$ cat src/rtl/run_tx.sv
// Serial run transmitter: drives o high for a requested number of cycles,
// then low for a fixed guard gap, counting the runs emitted.
module run_tx #(
  parameter int unsigned LEN_W = 4,
  parameter int unsigned GAP   = 1
) (
  input  logic             clk,
  input  logic             reset_n,
  input  logic             in_valid,
  input  logic [LEN_W-1:0] in_len,
  output logic             in_ready,
  output logic             o,
  output logic             busy,
  output logic             done,
  output logic [7:0]       run_count
);

  localparam int unsigned GapW = $clog2(GAP + 1);

  typedef enum logic [1:0] {StIdle, StHigh, StGap} state_e;

  state_e            state_q, state_d;
  logic [LEN_W-1:0]  len_cnt_q, len_cnt_d;
  logic [GapW-1:0]   gap_cnt_q, gap_cnt_d;
  logic [7:0]        count_q, count_d;
  logic              o_q, o_d;
  logic              done_q, done_d;

  assign in_ready  = (state_q == StIdle) && reset_n;
  assign busy      = (state_q != StIdle);
  assign o         = o_q;
  assign done      = done_q;
  assign run_count = count_q;

  always_comb begin
    state_d   = state_q;
    len_cnt_d = len_cnt_q;
    gap_cnt_d = gap_cnt_q;
    count_d   = count_q;
    done_d    = 1'b0;
    unique case (state_q)
      StIdle: begin
        if (in_valid) begin
          if (in_len != '0) begin
            state_d   = StHigh;
            len_cnt_d = in_len;
            count_d   = count_q + 8'd1;
          end else begin
            // Zero-length request is consumed and acknowledged without a run.
            done_d = 1'b1;
          end
        end
      end
      StHigh: begin
        if (len_cnt_q == LEN_W'(1)) begin
          state_d   = StGap;
          len_cnt_d = '0;
          gap_cnt_d = GapW'(GAP);
        end else begin
          len_cnt_d = len_cnt_q - LEN_W'(1);
        end
      end
      StGap: begin
        if (gap_cnt_q == GapW'(1)) begin
          state_d   = StIdle;
          gap_cnt_d = '0;
          done_d    = 1'b1;
        end else begin
          gap_cnt_d = gap_cnt_q - GapW'(1);
        end
      end
      default: state_d = StIdle;
    endcase
    o_d = (state_d == StHigh);
  end

  always_ff @(posedge clk) begin
    if (!reset_n) begin
      state_q   <= StIdle;
      len_cnt_q <= '0;
      gap_cnt_q <= '0;
      count_q   <= '0;
      o_q       <= 1'b0;
      done_q    <= 1'b0;
    end else begin
      state_q   <= state_d;
      len_cnt_q <= len_cnt_d;
      gap_cnt_q <= gap_cnt_d;
      count_q   <= count_d;
      o_q       <= o_d;
      done_q    <= done_d;
    end
  end

endmodule

$ cat config.mk
export PLATFORM = sky130hd
export DESIGN_NAME = run_tx
export DESIGN_NICKNAME = d
export VERILOG_FILES = /design/src/rtl/run_tx.sv
export SDC_FILE = /design/constraint.sdc
export NUM_CORES = 1
export LEC_CHECK = 0
export ABC_AREA = 1
export ABC_CLOCK_PERIOD_IN_PS = 1800
export BUFFER_PORTS_ARGS = -buffer_cell sky130_fd_sc_hd__buf_2
export CAP_MARGIN = 5
export CORE_ASPECT_RATIO = 0.8
export CORE_UTILIZATION = 40
export DETAILED_ROUTE_END_ITERATION = 7
export PLACE_DENSITY = 0.58
export SLEW_MARGIN = 20
export SYNTH_ARGS = -nofsm -noshare
export SYNTH_HDL_FRONTEND = slang
export SYNTH_SLANG_ARGS = --single-unit
$ cat constraint.sdc
create_clock -name clk -period 1.8 [get_ports clk]
set_input_delay 0.09 -clock clk [delete_from_list [all_inputs] [get_ports clk]]
set_output_delay 0.09 -clock clk [all_outputs]
set_load 0.02 [all_outputs]
==> Yosys cells after proc, flatten, opt, wreduce, memory -nomap -nowiden <==
Index checks and enable logic that the tools add are counted.
Widths: inputs -> output; s select.
{ "word_totals": {"input_bits": 7, "ff_bits": 17, "elab_cells": 41} }
{ "classes": {"reduce_logical": 9, "mux": 16, "n_eq_ne": 7, "n_addsub": 3} }
{ "ops": {"columns": ["cell", "count"], "rows": [
  ["$mux 4", 3],
  ["$add 8x1->8 const B", 1],
  ["$mux 2", 4],
  ["$pmux 4 s2", 1],
  ["$pmux 2 s3", 1],
  ["$reduce_and 3->1", 2],
  ["$reduce_bool 2->1", 3],
  ["$mux 1", 5],
  ["$eq 2x1->1 const B", 2],
  ["$eq 4x1->1 const B", 1],
  ["$ne 2x2->1 const B", 2],
  ["$pmux 1 s2", 2],
  ["$reduce_bool 4->1", 1],
  ["$sub 4x1->4 const B", 1],
  ["$eq 2x2->1 const B", 1],
  ["$logic_not 2->1", 1],
  ["$ne 2x1->1 const B", 1],
  ["$reduce_and 2->1", 1],
  ["$logic_and 1x1->1", 1],
  ["$sub 1x1->1 const B", 1]
]} }

==> Longest topological paths before layout <==
Gate-level depths: netlist of run 1.
{ "depth": {"ltp_word": 5, "depth_mapped": 8, "mapped_depth_nobuf": 8} }

==> Worst setup path after synthesis of run 1 <==
No wires, ideal clock.
{ "synth_path": {"path_kind": "reg-to-reg", "from": "register count_q[2], in the netlist run_count[2]", "to": "register count_q[5], in the netlist run_count[5]", "path_slack_ns": 0.626, "setup_ns": 0.118, "arrival_ns": 1.056, "stages_incl_launch_ff": 8, "required_time_ns": 1.682, "cell_sequence": "dfxtp_1 > nand2_1 > nor2_2 > nand2_1 > nor2_1 > nand2_1 > nand2_1 > nor2_1"} }
{ "synth_via": {"elab_chain_len": 1} }
{ "synth_rtl": {"columns": ["element", "line_no", "text"], "rows": [
  ["start, declared", "25", "logic [7:0] count_q, count_d;"],
  ["start signal, assigned", "89", "count_q <= count_d;"],
  ["$add 8x1->8", "47", "count_d = count_q + 8'd1;"]
]} }
No other way between the ends.
A chain may end at the register's enable or synchronous reset.

==> Worst setup path in the final report of run 1 <==
{ "layout_path": {"from": "register state_q[1]", "to": "register count_q[6], in the netlist run_count[6]"} }
{ "layout_via": {"elab_chain_len": 2} }
{ "layout_rtl": {"columns": ["element", "line_no", "text"], "rows": [
  ["start, declared", "22", "state_e state_q, state_d;"],
  ["start signal, assigned", "79", "state_q <= StIdle;"],
  ["start signal, assigned", "86", "state_q <= state_d;"],
  ["$logic_not 2->1", "41", "unique case (state_q)"],
  ["$reduce_and 3->1 (no source line)", null, null]
]} }
No other way between the ends.

==> impl_metrics.py, run 1 <==
metrics = {
    "yosys": {
        "async_flop_share_pct": 0,
        "avgSynthCellArea_sq_um": 6.91,
        "synth.most_common_cell": "nor2_1",
        "synth_ff_type": "dfxtp_1",
        "ys_warn_count": 0,
        "yosysTopAreaCellShare_pct": 39.1,
        "yosys.area.top_type": "dfxtp_1",
        "syn_area_sq_um": 871,
        "synth-seq-cells": 17,
        "synthesis.nets": 136,
        "synth_common_cells": "nor2_1 (29), nand2_1 (25), dfxtp_1 (17)",
        "synth-simple-area-share_pct": 32.3,
        "yosys-mux-area-fraction_pct": 0,
        "synth_cells": 126,
        "synth-xor-area-share_pct": 4.02,
        "yosysUniqueCellTypes": 22,
        "synthTopCellsByArea": "dfxtp_1 (39%), nor2_1 (13%), nand2_1 (11%)",
        "synth_fa_ha_area_share_pct": 4.31,
        "seq_area_frac_synth_pct": 39.1,
        "synth-compound-area-share_pct": 12.2,
        "synth_top_family_by_area": "simple AND/OR/NAND/NOR gates",
        "synth_edf_count": 0,
    },
    "clocking": {
        "clkLatencyLatePin_ps": 290,
        "cts_buffers": 3,
        "cts_tree": "done",
        "clk_pin_slew_ps": 100,
        "holdBufCountCts": 0,
        "cts-resized-gates": 0,
        "clockBufferDepth": 2,
        "cts_setup_buffers": 0,
        "htree_num_levels": 1,
        "cts_num_sinks": 17,
        "cts-root-buf": "clkbuf_4",
    },
    "routing": {
        "vias_per_cell": 4.69,
        "drt_iter0_markers": 28,
        "dr.pass1.iters": 6,
        "via_count": 798,
        "drt-total-wl_um": 1720,
        "drc": 0,
        "ant_nets": 0,
        "drt-wirelength-per-cell_um": 10.1,
    },
    "cells_and_area": {
        "utilization_pct": 51.0,
        "diodes": 0,
        "layout.cells.non_filler": 170,
        "layout.nets": 157,
        "fin_area_sq_um": 1000,
        "syn2layout_area_growth_pct": 14.9,
        "fillers": 195,
        "drive_above_1_share_pct": 21.2,
    },
    "critical_path": {
        "cp_cell_sequence": "inv_2, nand2_4, nor2_4, nand2_2, nor2_1, nand2_1, nand2_1, nor2_1",
        "critPathArrivalTime_ps": 1400,
        "startpoint_type": "register",
        "end_kind": "register",
        "critPathKind": "register to register",
        "slowest_delay_ps": 340,
        "required_ps": 1990,
        "slowest_stage": "dfxtp_1",
        "reg2reg_depth": 8,
        "critical_path.max_fanout": 12,
    },
    "power_and_ir_drop": {
        "p_leak_nw": 0.485,
        "power.total_mw": 0.796,
        "peakVddDrop_mv": 0.436,
        "p_per_area_nw_per_um2": 795,
    },
    "global_routing": {
        "grt_pass1_wl_um": 3020,
        "grt_max_degree": 13,
        "grt.total_usage_pct": 18.1,
        "antenna_found_initial": 0,
        "grt_overflow": 0,
        "first_global_vias": 679,
    },
    "sta": {
        "slew-limit-headroom_pct": 82.4,
        "setup_violations": 0,
        "period_share_pct": 67.2,
        "holdWs_ps": 103,
        "min_period_ps": 1210,
        "tns_ps": 0,
        "finClkSkew_ps": 5.79,
        "finalMaxSlewViolations": 0,
        "rsz0062_at_grt": "false",
        "worst_pin_slew_ps": 263,
        "fmax_ghz": 0.826,
        "hold_violations": 0,
        "fin_ws_ps": 590,
    },
    "placed_design": {
        "gp_congestion": 0.886,
        "placed_cell_area_sq_um": 975,
        "io_buffers": 18,
        "hpwl_um": 1330,
        "placed_cells": 166,
        "dpl_worst_slack_ps": 596,
    },
    "floorplanning": {
        "start_util_pct": 44.4,
        "io_pins": 19,
        "die_h_um": 43.7,
        "die_width_um": 54.2,
        "die_area_sq_um": 2370,
        "coreArea_sq_um": 1960,
        "num_rows": 14,
    },
    "outcome": {
        "status": "finished clean",
    },
    "flow_run": {
        "cap_viol_max_count": 0,
    },
    "min_path": {
        "hp-class": "input pin to register",
        "whs_path_depth": 3,
    },
}
## where the power goes
group / internal [mW] / switching [mW]
clock: 0.0861 / 0.114
combinational: 0.0607 / 0.115
sequential: 0.401 / 0.0184
total: 0.548 / 0.248
## kinds of logic after synthesis
| group | after synthesis |
|---|---|
| and+or+nand+nor | 66 |
| AOI/OAI and AO/OA | 20 |
| DFF | 17 |
| buffers and inverters | 16 |
| xor gates and xnor gates | 4 |
| adders and majority gates | 3 |
## sequential cells by signal (all words and copies together) (netlist names)
| name | count |
|---|---|
| run_count | 8 |
| len_cnt_q | 4 |
| state_q | 2 |
| done | 1 |
| gap_cnt_q | 1 |
| o | 1 |
## critical path, delay by kind of cell (launching register included)
family	cells	cell delay, ps
flops	1	340
buf+inv	1	100
simple gates	7	670
## layout by cell type (no fill, tap or decap)
master / n
nand2_4: 1
nor3_1: 2
inv_2: 3
o21ai_0: 10
clkbuf_4: 3
nor2_4: 1
nand2_2: 2
nand4_1: 2
clkinv_2: 1
buf_2: 18
clkbuf_1: 1
ha_1: 3
clkinv_1: 1
xnor2_1: 2
dfxtp_1: 17
xor2_1: 2
nor2_1: 29
nand3_1: 3
inv_1: 9
nand2_1: 25
o21bai_2: 1
a21oi_1: 9
nor2_2: 1
## final cells by class
cell class                 instances  area [sq um]  share of cell area [%]
clock buffer                       4          26.3                    2.63
inverter                          14          53.8                    5.38
multi-input combinational         93           460                    46.0
sequential                        17           340                    34.0
tap                               24          30.0                    3.00
timing repair buffer              18          90.1                    9.00
## metal layers
| layer | wire length [um] | vias up | global-route usage (%) |
|---|---|---|---|
| met4 | 13 | 0 | 6.15 |
| met2 | 679 | 23 | 23.2 |
| met3 | 120 | 2 | 6.67 |
| li1 | - | 436 | - |
| met1 | 906 | 337 | 27.3 |
| met5 | 0 | - | 0 |
## worst paths after layout
path	from	slack, ps	end
max	state_q[1]$_SDFF_PN0_	590	run_count[6]$_SDFFE_PN0P_
min	reset_n	100	run_count[7]$_SDFFE_PN0P_
max reg2reg	state_q[1]$_SDFF_PN0_	590	run_count[6]$_SDFFE_PN0P_
min reg2reg	gap_cnt_q$_SDFFE_PN0P_	510	gap_cnt_q$_SDFFE_PN0P_
Power figures use the tool's default switching activity.
==> run 2: changes to the inputs <==
--- a/config.mk
+++ b/config.mk
@@ -5,8 +5,8 @@
 export SDC_FILE = /design/constraint.sdc
 export NUM_CORES = 1
 export LEC_CHECK = 0
-export ABC_AREA = 1
-export ABC_CLOCK_PERIOD_IN_PS = 1800
+export ABC_AREA = 0
+export ABC_CLOCK_PERIOD_IN_PS = 1200
 export BUFFER_PORTS_ARGS = -buffer_cell sky130_fd_sc_hd__buf_2
 export CAP_MARGIN = 5
 export CORE_ASPECT_RATIO = 0.8
==> constraint.sdc (replaced) <==
create_clock -name clk -period 1.2 [get_ports clk]
set_input_delay 0.06 -clock clk [delete_from_list [all_inputs] [get_ports clk]]
set_output_delay 0.06 -clock clk [all_outputs]
set_load 0.02 [all_outputs]
==> impl_metrics.py, run 2 <==
metrics = {
    "outcome": {
        "status": "finished, violations left",
        "violations": "setup timing",
    },
    "sta": {
        "min_period_ps": 1300,
        "tns_ps": -505,
        "rsz0062_at_grt": "true",
        "hold_violations": 0,
        "worst_pin_slew_ps": 622,
        "slew-limit-headroom_pct": 58.5,
        "finalMaxSlewViolations": 0,
        "setup_violations": 13,
        "fmax_ghz": 0.771,
        "finClkSkew_ps": 2.20,
        "fin_ws_ps": -96.7,
        "period_share_pct": 108,
    },
    "yosys": {
        "yosysUniqueCellTypes": 31,
        "synthesis.nets": 113,
        "synth-xor-area-share_pct": 6.07,
        "synth_ff_type": "dfxtp_1",
        "synth_edf_count": 0,
        "yosys-mux-area-fraction_pct": 1.16,
        "synth.most_common_cell": "dfxtp_1",
        "synth_common_cells": "dfxtp_1 (17), nor2_1 (14), nand2_1 (6)",
        "synth_top_family_by_area": "simple AND/OR/NAND/NOR gates",
        "synth-compound-area-share_pct": 18.1,
        "async_flop_share_pct": 0,
        "ys_warn_count": 0,
        "synth_fa_ha_area_share_pct": 4.34,
        "synth-seq-cells": 17,
        "synth-simple-area-share_pct": 27.6,
        "synth_cells": 103,
        "yosysTopAreaCellShare_pct": 39.3,
        "yosys.area.top_type": "dfxtp_1",
        "seq_area_frac_synth_pct": 39.3,
        "avgSynthCellArea_sq_um": 8.41,
        "syn_area_sq_um": 866,
        "synthTopCellsByArea": "dfxtp_1 (39%), nor2_1 (6.1%), xnor2_1 (5.1%)",
    },
    "floorplanning": {
        "num_rows": 14,
        "die_width_um": 54.0,
        "start_util_pct": 44.1,
        "coreArea_sq_um": 1960,
        "die_h_um": 43.6,
        "die_area_sq_um": 2360,
        "io_pins": 19,
    },
    "clocking": {
        "clockBufferDepth": 2,
        "htree_num_levels": 1,
        "clk_pin_slew_ps": 100,
        "cts-root-buf": "clkbuf_4",
        "cts_num_sinks": 17,
        "clkLatencyLatePin_ps": 310,
        "cts_tree": "done",
        "cts_buffers": 3,
    },
    "global_routing": {
        "grt_max_degree": 12,
        "antenna_found_initial": 0,
        "grt_pass1_wl_um": 4190,
        "grt_overflow": 0,
        "grt.total_usage_pct": 25.2,
        "first_global_vias": 907,
    },
    "cells_and_area": {
        "largest_reg_flops": 8,
        "diodes": 0,
        "syn2layout_area_growth_pct": 82.1,
        "final_common_cell": "buf_4",
        "layout.nets": 167,
        "drive_above_1_share_pct": 60.3,
        "layout.cells.non_filler": 180,
        "layout_common_cells": "buf_4 (25), buf_2 (16), nor2_1 (12)",
        "fillers": 127,
    },
    "routing": {
        "drt_iter0_markers": 44,
        "drt-wirelength-per-cell_um": 17.8,
        "drc": 0,
        "via_count": 1047,
        "dr.pass1.iters": 4,
        "drt-total-wl_um": 3200,
        "vias_per_cell": 5.82,
        "ant_nets": 0,
    },
    "critical_path": {
        "critical_path.max_fanout": 5,
        "startpoint_type": "register",
        "required_ps": 1410,
        "critPathArrivalTime_ps": 1510,
        "critPathKind": "register to register",
        "cp_cell_sequence": "nor2_4, inv_4, or4_4, xor2_1, nor2_1",
        "slowest_stage": "or4_4",
        "end_kind": "register",
        "slowest_delay_ps": 410,
    },
    "power_and_ir_drop": {
        "p_leak_nw": 0.634,
        "peakVddDrop_mv": 0.768,
        "p_per_area_nw_per_um2": 956,
    },
    "placed_design": {
        "hpwl_um": 1780,
        "io_buffers": 18,
        "gp_congestion": 0.842,
        "placed_cells": 171,
    },
    "min_path": {
        "hp-class": "input pin to register",
    },
    "flow_run": {
        "cap_viol_max_count": 0,
    },
}
==> run 2: worst paths after layout <==
path,from,slack [ps],cells after the start,endpoint
min,reset_n,50,3,run_count[6]$_SDFFE_PN0P_
min reg2reg,gap_cnt_q$_SDFFE_PN0P_,490,2,gap_cnt_q$_SDFFE_PN0P_
max,state_q[0]$_SDFF_PN0_,-100,5,run_count[5]$_SDFFE_PN0P_
max reg2reg,state_q[0]$_SDFF_PN0_,-100,5,run_count[5]$_SDFFE_PN0P_
==> run 2: logic make-up after synthesis <==
group	count (synthesis)
AO/OA/AOI/OAI	21
XOR/XNOR	6
adder cells (fa/ha/maj)	3
buffers and inverters	8
flip-flops	17
multiplexers	1
AND/OR/NAND/NOR	47
==> run 2: what timing repair did <==
| action | CTS | global route |
|---|---|---|
| endpoints found under the hold margin | 0 | 0 |
| pin swaps | 5 | 22 |
| setup buffers | 2 | 3 |
| hold buffers | 0 | 0 |
| endpoints found under the setup margin | 12 | 16 |
| resized for setup | 29 | 30 |
==> run 2: cell type report <==
class / instances / area (sq um) / share of cell area, %
multi-input combinational: 78 / 718 / 45.6
timing repair buffer: 52 / 409 / 26.0
sequential: 17 / 372 / 23.6
tap: 24 / 30.0 / 1.90
clock buffer: 4 / 26.3 / 1.67
inverter: 5 / 21.3 / 1.35
==> run 2: critical path, delay by kind of cell, from the launching register on <==
family	cells	cell delay, ps
xor+xnor	1	160
flops	1	370
buf+inv	1	70
simple gates	3	600
==> run 2: stage by stage <==
| stage | util, % | hold slack, ps | worst slack [ps] | power [mW] | cell area [sq um] |
|---|---|---|---|---|---|
| 6_report | 80.4 | 45.6 | -96.7 | 1.51 | 1580 |
| 5_1_grt | 80.4 | 65.5 | -159 | 1.58 | 1580 |
| 4_1_cts | 72.3 | 53.1 | -112 | 1.39 | 1420 |
| 3_5_place_dp | 63.6 | 370 | -181 | 0.992 | 1250 |
| 3_3_place_gp | 63.6 | 365 | -89.7 | 0.986 | 1250 |
| 2_1_floorplan | - | 206 | -81.7 | 0.820 | 896 |
==> run 2: layer usage <==
metal | vias up | GRT usage, % | part of all wire [%]
met5 | - | 0 | 0
met1 | 502 | 34.9 | 41
li1 | 481 | - | -
met2 | 47 | 37.8 | 48
met3 | 17 | 7.37 | 6.9
met4 | 0 | 7.18 | 4.0
==> run 2: report_power, final <==
group          switching [mW]  internal, mW
combinational           0.280         0.270
sequential             0.0428         0.594
clock                   0.191         0.130
==> run 3: changes to the inputs <==
--- a/config.mk
+++ b/config.mk
@@ -7,12 +7,13 @@
 export LEC_CHECK = 0
 export ABC_AREA = 0
 export ABC_CLOCK_PERIOD_IN_PS = 1200
-export BUFFER_PORTS_ARGS = -buffer_cell sky130_fd_sc_hd__buf_2
+export BUFFER_PORTS_ARGS = -buffer_cell sky130_fd_sc_hd__buf_4
 export CAP_MARGIN = 5
 export CORE_ASPECT_RATIO = 0.8
 export CORE_UTILIZATION = 40
 export DETAILED_ROUTE_END_ITERATION = 7
 export PLACE_DENSITY = 0.58
+export RECOVER_POWER = 100
 export SLEW_MARGIN = 20
 export SYNTH_ARGS = -nofsm -noshare
 export SYNTH_HDL_FRONTEND = slang
==> impl_metrics.py, run 3 (synthesis gave the netlist of run 2 again) <==
metrics = {
    "outcome": {
        "status": "finished, violations left",
        "violations": "setup timing",
    },
    "floorplanning": {
        "coreArea_sq_um": 1960,
        "io_pins": 19,
        "die_h_um": 43.6,
        "start_util_pct": 44.1,
        "die_area_sq_um": 2360,
        "num_rows": 14,
        "die_width_um": 54.0,
    },
    "placed_design": {
        "io_buffers": 18,
        "placed_cells": 169,
        "hpwl_um": 1800,
        "gp_congestion": 0.833,
    },
    "critical_path": {
        "r2r_setup_slack_ps": -150,
        "end_kind": "register",
        "required_ps": 1390,
        "critical_path.max_fanout": 4,
        "crit_start": "len_cnt_q[1]$_SDFFE_PN0P_",
        "crit_end": "len_cnt_q[0]$_SDFFE_PN0P_",
        "critPathKind": "register to register",
        "timing.rr.end": "len_cnt_q[0]$_SDFFE_PN0P_",
        "reg2reg_from": "len_cnt_q[1]$_SDFFE_PN0P_",
        "reg2reg_depth": 6,
        "critPathArrivalTime_ps": 1540,
        "startpoint_type": "register",
    },
    "routing": {
        "vias_per_cell": 5.47,
        "drt-wirelength-per-cell_um": 15.0,
        "drc": 0,
        "drt_iter0_markers": 33,
        "top_layer_used": "met4",
        "met1Wirelength_um": 1230,
        "ant_nets": 0,
        "route.met3.wl_um": 158,
        "via_count": 979,
        "wl_met2_um": 1280,
        "drt-total-wl_um": 2690,
        "dr.pass1.iters": 4,
    },
    "global_routing": {
        "grt.total_usage_pct": 24.5,
        "antenna_found_initial": 0,
        "grt_max_degree": 12,
        "grt_overflow": 0,
        "first_global_vias": 893,
        "grt_pass1_wl_um": 4060,
    },
    "sta": {
        "finClkSkew_ps": 5.11,
        "fin_ws_ps": -149,
        "worst_pin_slew_ps": 418,
        "period_share_pct": 112,
        "rsz0062_at_grt": "true",
        "fmax_ghz": 0.741,
        "min_period_ps": 1350,
        "hold_violations": 0,
        "finalMaxSlewViolations": 0,
        "setup_violations": 8,
        "tns_ps": -427,
        "slew-limit-headroom_pct": 72.1,
    },
    "clocking": {
        "clk_pin_slew_ps": 100,
        "htree_num_levels": 1,
        "cts_num_sinks": 17,
        "holdBufCountCts": 0,
        "cts-root-buf": "clkbuf_4",
        "clkLatencyLatePin_ps": 300,
        "clockBufferDepth": 2,
        "cts_tree": "done",
        "cts_buffers": 3,
    },
    "cells_and_area": {
        "diodes": 0,
        "syn2layout_area_growth_pct": 66.8,
        "fillers": 158,
        "layout.cells.non_filler": 179,
        "drive_above_1_share_pct": 49.7,
        "final_common_cell": "buf_4",
        "largest_reg_flops": 8,
        "layout.nets": 166,
        "layout_common_cells": "buf_4 (38), nor2_1 (13), dfxtp_1 (8), buf_6 (8), dfxtp_4 (7)",
    },
    "power_and_ir_drop": {
        "power.total_mw": 1.42,
        "p_per_area_nw_per_um2": 982,
        "peakVddDrop_mv": 0.750,
        "p_leak_nw": 0.602,
    },
    "flow_run": {
        "cap_viol_max_count": 0,
    },
    "min_path": {
        "whs_path_depth": 2,
        "hp-class": "input pin to register",
    },
}
run 3: layout make-up:
| class | count | area (sq um) | share of cell area (%) |
|---|---|---|---|
| multi-input cells | 78 | 604 | 41.9 |
| clock inverters | 1 | 5.00 | 0.347 |
| inverters | 5 | 18.8 | 1.30 |
| flip-flops and latches | 17 | 369 | 25.6 |
| well taps | 24 | 30.0 | 2.08 |
| clock buffers | 3 | 22.5 | 1.56 |
| repair buffers | 51 | 394 | 27.3 |
run 3: timing repair:
item,4_1_cts,5_1_grt
setup buffers,6,1
gates resized for setup,22,16
pin swaps,6,10
endpoints found under the setup margin,11,16
run 3: through the flow:
stage / utilization [%] / area [sq um] / setup WS [ps] / hold WS, ps
floorplan: - / 896 / -81.7 / 206
global placement: 63.8 / 1250 / -189 / 338
detailed placement: 63.8 / 1250 / -129 / 344
CTS: 72.1 / 1420 / -79.7 / 41.5
global route: 73.6 / 1440 / -203 / 30.2
finish: 73.6 / 1440 / -149 / 35.5
run 3: worst max-delay path: stages, from the launching register on:
cell,delay [ps]
dfxtp_2,350
inv_2,70
ha_4,130
nor3b_4,330
nor3b_2,90
nor3_1,220
nor2_1,50
run 3: layer usage:
| layer | global-route usage, % | up-vias |
|---|---|---|
| li1 | - | 478 |
| met1 | 33.4 | 464 |
| met2 | 38.5 | 29 |
| met3 | 7.37 | 8 |
| met4 | 4.62 | 0 |
| met5 | 0 | - |
run 3: power by group:
group | total (mW) | leakage (nW) | internal, mW | switching [mW]
sequential | 0.634 | 0.145 | 0.594 | 0.0397
combinational | 0.472 | 0.439 | 0.243 | 0.229
clock | 0.312 | 0.0177 | 0.124 | 0.188
total | 1.42 | 0.602 | 0.962 | 0.456
run 3: worst min-delay path by stage:
stage	startpoint	endpoint	slack [ps]
after global routing	reset_n	len_cnt_q[1]$_SDFFE_PN0P_	30
after detailed placement	reset_n	len_cnt_q[1]$_SDFFE_PN0P_	340
after global placement	reset_n	len_cnt_q[1]$_SDFFE_PN0P_	340
final	reset_n	len_cnt_q[1]$_SDFFE_PN0P_	40
after CTS	reset_n	len_cnt_q[1]$_SDFFE_PN0P_	40
after floorplan	reset_n	len_cnt_q[1]$_SDFFE_PN0P_	210
